**src/rtl/vec_alu_pkg.sv**
```systemverilog
// vec_alu_pkg: sequencer state encoding, ALU select codes and lane slice helper.
package vec_alu_pkg;
  typedef enum logic [1:0] {IDLE, ISSUE, DRAIN, DONE} state_t;
  localparam logic [2:0] OP_ADD = 3'd0;
  localparam logic [2:0] OP_SUB = 3'd1;
  localparam logic [2:0] OP_MUL = 3'd2;
  localparam logic [2:0] OP_AND = 3'd3;
  localparam logic [2:0] OP_OR  = 3'd4;
  localparam logic [2:0] OP_XOR = 3'd5;
  function automatic int lane_lo(int i, int w);
    return i * w;
  endfunction
endpackage

```
**src/rtl/vec_res_fifo.sv**
```systemverilog
// vec_res_fifo: synchronous result FIFO with occupancy count; reads as zero when empty.
module vec_res_fifo #(
  parameter int W     = 19,
  parameter int DEPTH = 4
) (
  input  logic                         clk,
  input  logic                         rst,
  input  logic                         push,
  input  logic                         pop,
  input  logic [W-1:0]                 wdata,
  output logic [W-1:0]                 rdata,
  output logic [$clog2(DEPTH+1)-1:0]   count
);
  localparam int AW = $clog2(DEPTH);
  localparam int CW = $clog2(DEPTH+1);
  logic [W-1:0] mem [DEPTH];
  logic [AW-1:0] wr, rd;
  always_ff @(posedge clk) begin
    if (rst) begin
      wr <= '0;
      rd <= '0;
      count <= '0;
    end else begin
      if (push) begin
        mem[wr] <= wdata;
        wr <= wr + 1'b1;
      end
      if (pop) rd <= rd + 1'b1;
      count <= count + CW'(push) - CW'(pop);
    end
  end
  assign rdata = count != '0 ? mem[rd] : '0;
endmodule

```
**src/rtl/vec_alu_sequencer.sv**
```systemverilog
// vec_alu_sequencer: command-driven vector ALU initiator with credit-based result FIFO.
// Optional VEC_SEQ_INF_COUNT_EN adds a saturating per-command inf lane counter.
module vec_alu_sequencer
  import vec_alu_pkg::*;
#(
  parameter int WIDTH   = 4,
  parameter int N_LANES = 2,
  parameter int ALU_LAT = 1,
  parameter int DEPTH   = 4
) (
  input  logic                         clk,
  input  logic                         rst,
  input  logic                         cmd_valid,
  output logic                         cmd_ready,
  input  logic [2:0]                   cmd_op,
  input  logic [7:0]                   cmd_len,
  input  logic                         opnd_valid,
  output logic                         opnd_ready,
  input  logic [WIDTH*N_LANES-1:0]     opnd_a,
  input  logic [WIDTH*N_LANES-1:0]     opnd_b,
  input  logic [N_LANES-1:0]           opnd_mask,
  output logic [WIDTH*N_LANES-1:0]     alu_a,
  output logic [WIDTH*N_LANES-1:0]     alu_b,
  output logic [2:0]                   alu_select,
  output logic [N_LANES-1:0]           alu_enable,
  input  logic [2*WIDTH*N_LANES-1:0]   alu_result,
  input  logic [N_LANES-1:0]           alu_inf,
  output logic                         res_valid,
  input  logic                         res_ready,
  output logic [2*WIDTH*N_LANES-1:0]   res_data,
  output logic [N_LANES-1:0]           res_inf,
  output logic                         res_last,
  output logic                         busy,
  output logic                         done
`ifdef VEC_SEQ_INF_COUNT_EN
  , output logic [7:0]                 inf_count
`endif
);
  localparam int RW = 2 * WIDTH * N_LANES;
  localparam int FW = RW + N_LANES + 1;
  localparam int CW = $clog2(DEPTH + 1);
  state_t state;
  logic [7:0] beats_left;
  logic [ALU_LAT:0] trk_v, trk_last;
  logic [N_LANES-1:0] trk_mask [ALU_LAT+1];
  logic [N_LANES-1:0] exit_mask;
  logic [CW-1:0] fifo_count, inflight;
  logic [RW-1:0] lane_data;
  logic [FW-1:0] fifo_out;
  logic cmd_hs, opnd_hs, exit_v;
  always_comb begin
    inflight = '0;
    for (int k = 0; k <= ALU_LAT; k++) inflight += CW'(trk_v[k]);
  end
  assign exit_v     = trk_v[ALU_LAT];
  assign exit_mask  = trk_mask[ALU_LAT];
  assign cmd_ready  = state == IDLE && !rst;
  assign opnd_ready = state == ISSUE && 32'(fifo_count) + 32'(inflight) < DEPTH;
  assign cmd_hs     = cmd_valid && cmd_ready;
  assign opnd_hs    = opnd_valid && opnd_ready;
  assign busy       = state != IDLE;
  assign res_valid  = fifo_count != '0;
  assign {res_data, res_inf, res_last} = fifo_out;
  for (genvar i = 0; i < N_LANES; i++) begin : g_lane
    assign lane_data[lane_lo(i, 2*WIDTH) +: 2*WIDTH] =
      exit_mask[i] ? alu_result[lane_lo(i, 2*WIDTH) +: 2*WIDTH] : '0;
  end
  vec_res_fifo #(.W(FW), .DEPTH(DEPTH)) u_fifo (
    .clk   (clk),
    .rst   (rst),
    .push  (exit_v),
    .pop   (res_valid && res_ready),
    .wdata ({lane_data, alu_inf & exit_mask, trk_last[ALU_LAT]}),
    .rdata (fifo_out),
    .count (fifo_count)
  );
  always_ff @(posedge clk) begin
    if (rst) begin
      state <= IDLE;
      beats_left <= '0;
      alu_a <= '0;
      alu_b <= '0;
      alu_select <= '0;
      alu_enable <= '0;
      trk_v <= '0;
      trk_last <= '0;
      done <= 1'b0;
      for (int k = 0; k <= ALU_LAT; k++) trk_mask[k] <= '0;
    end else begin
      done <= 1'b0;
      alu_enable <= opnd_hs ? opnd_mask : '0;
      trk_v <= {trk_v[ALU_LAT-1:0], opnd_hs};
      trk_last <= {trk_last[ALU_LAT-1:0], opnd_hs && beats_left == 8'd1};
      trk_mask[0] <= opnd_mask;
      for (int k = 1; k <= ALU_LAT; k++) trk_mask[k] <= trk_mask[k-1];
      if (opnd_hs) begin
        alu_a <= opnd_a;
        alu_b <= opnd_b;
        beats_left <= beats_left - 8'd1;
      end
      case (state)
        IDLE: if (cmd_hs) begin
          alu_select <= cmd_op;
          beats_left <= cmd_len;
          state <= cmd_len == 8'd0 ? DONE : ISSUE;
          done <= cmd_len == 8'd0;
        end
        ISSUE: if (opnd_hs && beats_left == 8'd1) state <= DRAIN;
        // leave as the last-tagged beat is written so done lands one cycle after it
        DRAIN: if (inflight == CW'(exit_v)) begin
          state <= DONE;
          done <= 1'b1;
        end
        default: state <= IDLE;
      endcase
    end
  end
`ifdef VEC_SEQ_INF_COUNT_EN
  logic [8:0] inf_sum;
  always_comb begin
    inf_sum = {1'b0, inf_count};
    for (int k = 0; k < N_LANES; k++) inf_sum += 9'(exit_v && exit_mask[k] && alu_inf[k]);
  end
  always_ff @(posedge clk)
    inf_count <= (rst || cmd_hs) ? '0 : inf_sum > 9'd255 ? 8'd255 : inf_sum[7:0];
`endif
endmodule

```
**config.mk**
```make
export PLATFORM = sky130hd
export DESIGN_NAME = vec_alu_sequencer
export DESIGN_NICKNAME = d
export VERILOG_FILES = /design/src/rtl/vec_alu_pkg.sv /design/src/rtl/vec_res_fifo.sv /design/src/rtl/vec_alu_sequencer.sv
export SDC_FILE = /design/constraint.sdc
export NUM_CORES = 1
export LEC_CHECK = 0
export ABC_AREA = 1
export BUFFER_PORTS_ARGS = -buffer_cell sky130_fd_sc_hd__buf_2
export CAP_MARGIN = 20
export CORE_MARGIN = 2
export CORE_UTILIZATION = 60
export CTS_CLUSTER_DIAMETER = 30
export CTS_CLUSTER_SIZE = 14
export DETAILED_ROUTE_END_ITERATION = 8
export GPL_TIMING_DRIVEN = 0
export HOLD_SLACK_MARGIN = 0.02
export PLACE_DENSITY = 0.83
export SYNTH_ARGS = -nofsm -noshare
export SYNTH_HDL_FRONTEND = slang
export SYNTH_HIERARCHICAL = 1
export SYNTH_SLANG_ARGS = --single-unit
```
**constraint.sdc**
```tcl
create_clock -name clk -period 3.35 [get_ports clk]
set_input_delay 0.335 -clock clk [delete_from_list [all_inputs] [get_ports clk]]
set_output_delay 0.335 -clock clk [all_outputs]
set_load 0.05 [all_outputs]
```
==> impl_metrics.tcl <==
set metrics [dict create \
    grt_setup_unrepaired "no" \
    viasPerCell 5.03 \
    synth_top_family_by_area "simple AND/OR/NAND/NOR gates" \
    wl_per_cell_um 14.8 \
    fin_area_mm2 0.00709 \
    synth_common_cells "174 x nand2_1, 110 x inv_1, 76 x edfxtp_1, 54 x nand3_1, 49 x dfxtp_1" \
    drv_slew 0 \
    cp.buffers_inverters 1 \
    syn_avg_cell_area_um2 8.72 \
    holdBufCountCts 3 \
    worst-setup-path-type "flip-flop to primary output" \
    finalPower_w 0.00598 \
    cts_tree "done" \
    synth_edf_count 76 \
    synth.area.top_cells "edfxtp_1 40%, dfxtp_1 17%, nand2_1 11%, inv_1 7.2%, nand3_1 4.7%" \
    synth_warnings 6 \
    place_area_mm2 0.00645 \
    post-cts-setup-buffers 0 \
    powerDensity_mw_per_mm2 843 \
    design.core.area_mm2 0.00924 \
    rows 35 \
    synthAdderAreaFrac_pct 3.42 \
    cts-resized-gates 0 \
    final_antenna_net_count 0 \
    first_pass_iters 6 \
    syn_area_mm2 0.00571 \
    finalCritPeriodShare_pct 71.0 \
    syn_nets 722 \
    max_stage_delay_ps 450 \
    ys_types 30 \
    drt_iter0_drc 280 \
    grt_pass1_wl_um 21600 \
    startpoint_type "flip-flop" \
    numPortBuffers 96 \
    synth.area.mux_share_pct 0 \
    r2r_slack_ps 1280 \
    whs_path_depth 2 \
    fin_nets 844 \
    ys_seq_area_share_pct 57.1 \
    gp_congestion 0.801 \
    arrival_ps 2040 \
    synth_compound_gate_area_share_pct 5.65 \
    wirelength_um 13600 \
    fillCellCount 604 \
    p_leak_nw 3.40 \
    globalRoute.totalOverflow 0 \
    tns_ps 0 \
    hold_viol 0 \
    vdd_ir_drop_max_uv 596 \
    start_util_pct 61.8 \
    r2r_start "u_fifo/count[0]" \
    setup_violations 0 \
    synth_top_area_cell "edfxtp_1" \
    cts_buffer_depth 2 \
    die_area_mm2 0.0103 \
    maxCapViolCount 0 \
    tightest_slew_ps 632 \
    critical_path_required_ps 3010 \
    crit_chain "ha_1 > ha_1 > nand2_1 > nor2_2 > nor2_4 > buf_2" \
    hold_path.startpoint "rst" \
    rr_endpoint "u_fifo/count[1]" \
    fin_worst_skew_ps 8.79 \
    htreeDepth 4 \
    antenna_found_initial 0 \
    die_x_um 102 \
    ys_ff_latch 125 \
    syn2layout_area_growth_pct 24.2 \
    ys.flop_type "edfxtp_1" \
    root_buffer "clkbuf_8" \
    die_y_um 102 \
    holdPathEnd "u_fifo/count[0]" \
    cts.clk_slew.worst_paths_ps 60 \
    critPathTopFamily "adder cells" \
    clock_latency_ps 520 \
    drc 0 \
    drive_gt1_share_pct 23.4 \
    synth-simple-area-share_pct 20.7 \
    min_period_ps 2380 \
    slowest_stage "dfxtp_1" \
    end_kind "primary output" \
    track_usage_pct 27.9 \
    io_pins 97 \
    status "completed" \
    dr_total_vias 4629 \
    yosysMostFrequentCell "nand2_1" \
    hpwl_um 8480 \
    min_path_type "input port to flip-flop" \
    clock-sinks 125 \
    numCtsBuffers 17 \
    grt_max_degree 17 \
    grt_pass1_vias 4696 \
    synthXorXnorAreaFrac_pct 0.767 \
    synth_top_area_share_pct 39.9 \
    path_max_fanout 6 \
    async_reset_ff_share_pct 0 \
    slew-limit-headroom_pct 57.9 \
    synth_cells 655 \
    r2r_cells 8 \
    path_common_cell "ha_1" \
    max_freq_mhz 421 \
]
==> layer usage <==
metal	global-route usage [%]	vias up	part of all wire [%]
li1	-	2273	-
met1	30.0	2115	37
met2	51.3	204	53
met3	6.97	37	7.4
met4	12.4	0	2.6
met5	0	-	0
==> where the power goes <==
part / internal (W) / switching [W] / total (W) / leakage, nW
combinational: 0.000607 / 0.00167 / 0.00227 / 2.01
clock: 0.00121 / 0.000675 / 0.00188 / 0.285
sequential: 0.00173 / 0.0000915 / 0.00182 / 1.10
==> worst reg2reg max path, cell delays in order, from the launching register on <==
cell,delay (ps)
dfxtp_1,420
inv_1,120
a21boi_0,400
ha_1,310
inv_1,60
ha_1,150
fa_1,420
inv_1,60
nor2_1,30
==> worst max-delay path by stage <==
stage | from | endpoint | slack (ps) | cells past startpoint
2_1_floorplan | state[0] | beats_left[7] | 1310 | 10
3_3_place_gp | rst | u_fifo/mem[1][4] | 860 | 4
3_5_place_dp | u_fifo/count[0] | u_fifo/count[2] | 1300 | 9
4_1_cts | trk_v[1] | opnd_ready | 950 | 6
5_1_grt | trk_v[1] | opnd_ready | 890 | 6
6_report | trk_v[1] | opnd_ready | 970 | 6
==> placed cells by master, fill, tap and decap left out, drive strengths merged <==
| cell type | Yosys | routed |
|---|---|---|
| xnor2 | 2 | 2 |
| clkinvlp | 0 | 4 |
| o21ai | 10 | 10 |
| nand2 | 176 | 176 |
| nor4 | 1 | 1 |
| fa | 1 | 1 |
| bufinv | 0 | 4 |
| ha | 14 | 14 |
| clkbuf | 4 | 22 |
| inv | 125 | 126 |
| o211ai | 1 | 1 |
| dlygate4sd3 | 0 | 3 |
| dfxtp | 49 | 49 |
| a21oi | 44 | 44 |
| diode | 0 | 1 |
| nand3b | 1 | 1 |
| edfxtp | 76 | 76 |
| nor3 | 3 | 3 |
| a21boi | 1 | 1 |
| buf | 20 | 120 |
| clkinv | 19 | 24 |
| nand3 | 54 | 54 |
| nor2 | 51 | 51 |
| xor2 | 3 | 3 |
==> per-stage QoR <==
stage | cells | hold slack (ps) | utilization (%) | setup slack (ps)
CTS | 919 | 21.8 | 76.8 | 953
finish | 920 | 40.5 | 76.8 | 972
detailed placement | 884 | 399 | 69.8 | 1300
global route | 919 | 31.6 | 76.8 | 891
floorplan | 655 | 388 | - | 1310
global placement | 880 | 390 | 68.8 | 865
==> sequential cells by signal, summed over array words and instances, names as in the netlist, named ones only <==
signal / flops
alu_select: 3
trk_mask: 4
alu_a: 8
state: 2
trk_v: 2
u_fifo/mem: 76
u_fifo/wr: 2
trk_last: 2
alu_b: 8
beats_left: 8
done: 1
u_fifo/rd: 2
alu_enable: 2
u_fifo/count: 3
==> cell type report <==
| type | count | area [um2] | area share [%] |
|---|---|---|---|
| Antenna cell | 1 | 2.50 | 0.0353 |
| Timing Repair Buffer | 103 | 596 | 8.40 |
| Buffer | 24 | 163 | 2.29 |
| Sequential cell | 125 | 3260 | 46.0 |
| Multi-Input combinational cell | 362 | 1760 | 24.8 |
| Tap cell | 129 | 161 | 2.28 |
| Clock buffer | 18 | 418 | 5.89 |
| Clock inverter | 14 | 194 | 2.73 |
| Inverter | 144 | 541 | 7.62 |
==> cells by family after synthesis <==
group,count (synthesis)
adders and majority gates,15
buffers and inverters,168
AOI/OAI and AO/OA,56
and+or+nand+nor,286
xor gates and xnor gates,5
DFF,125
Note: power is estimated with default switching activity, not from simulation.
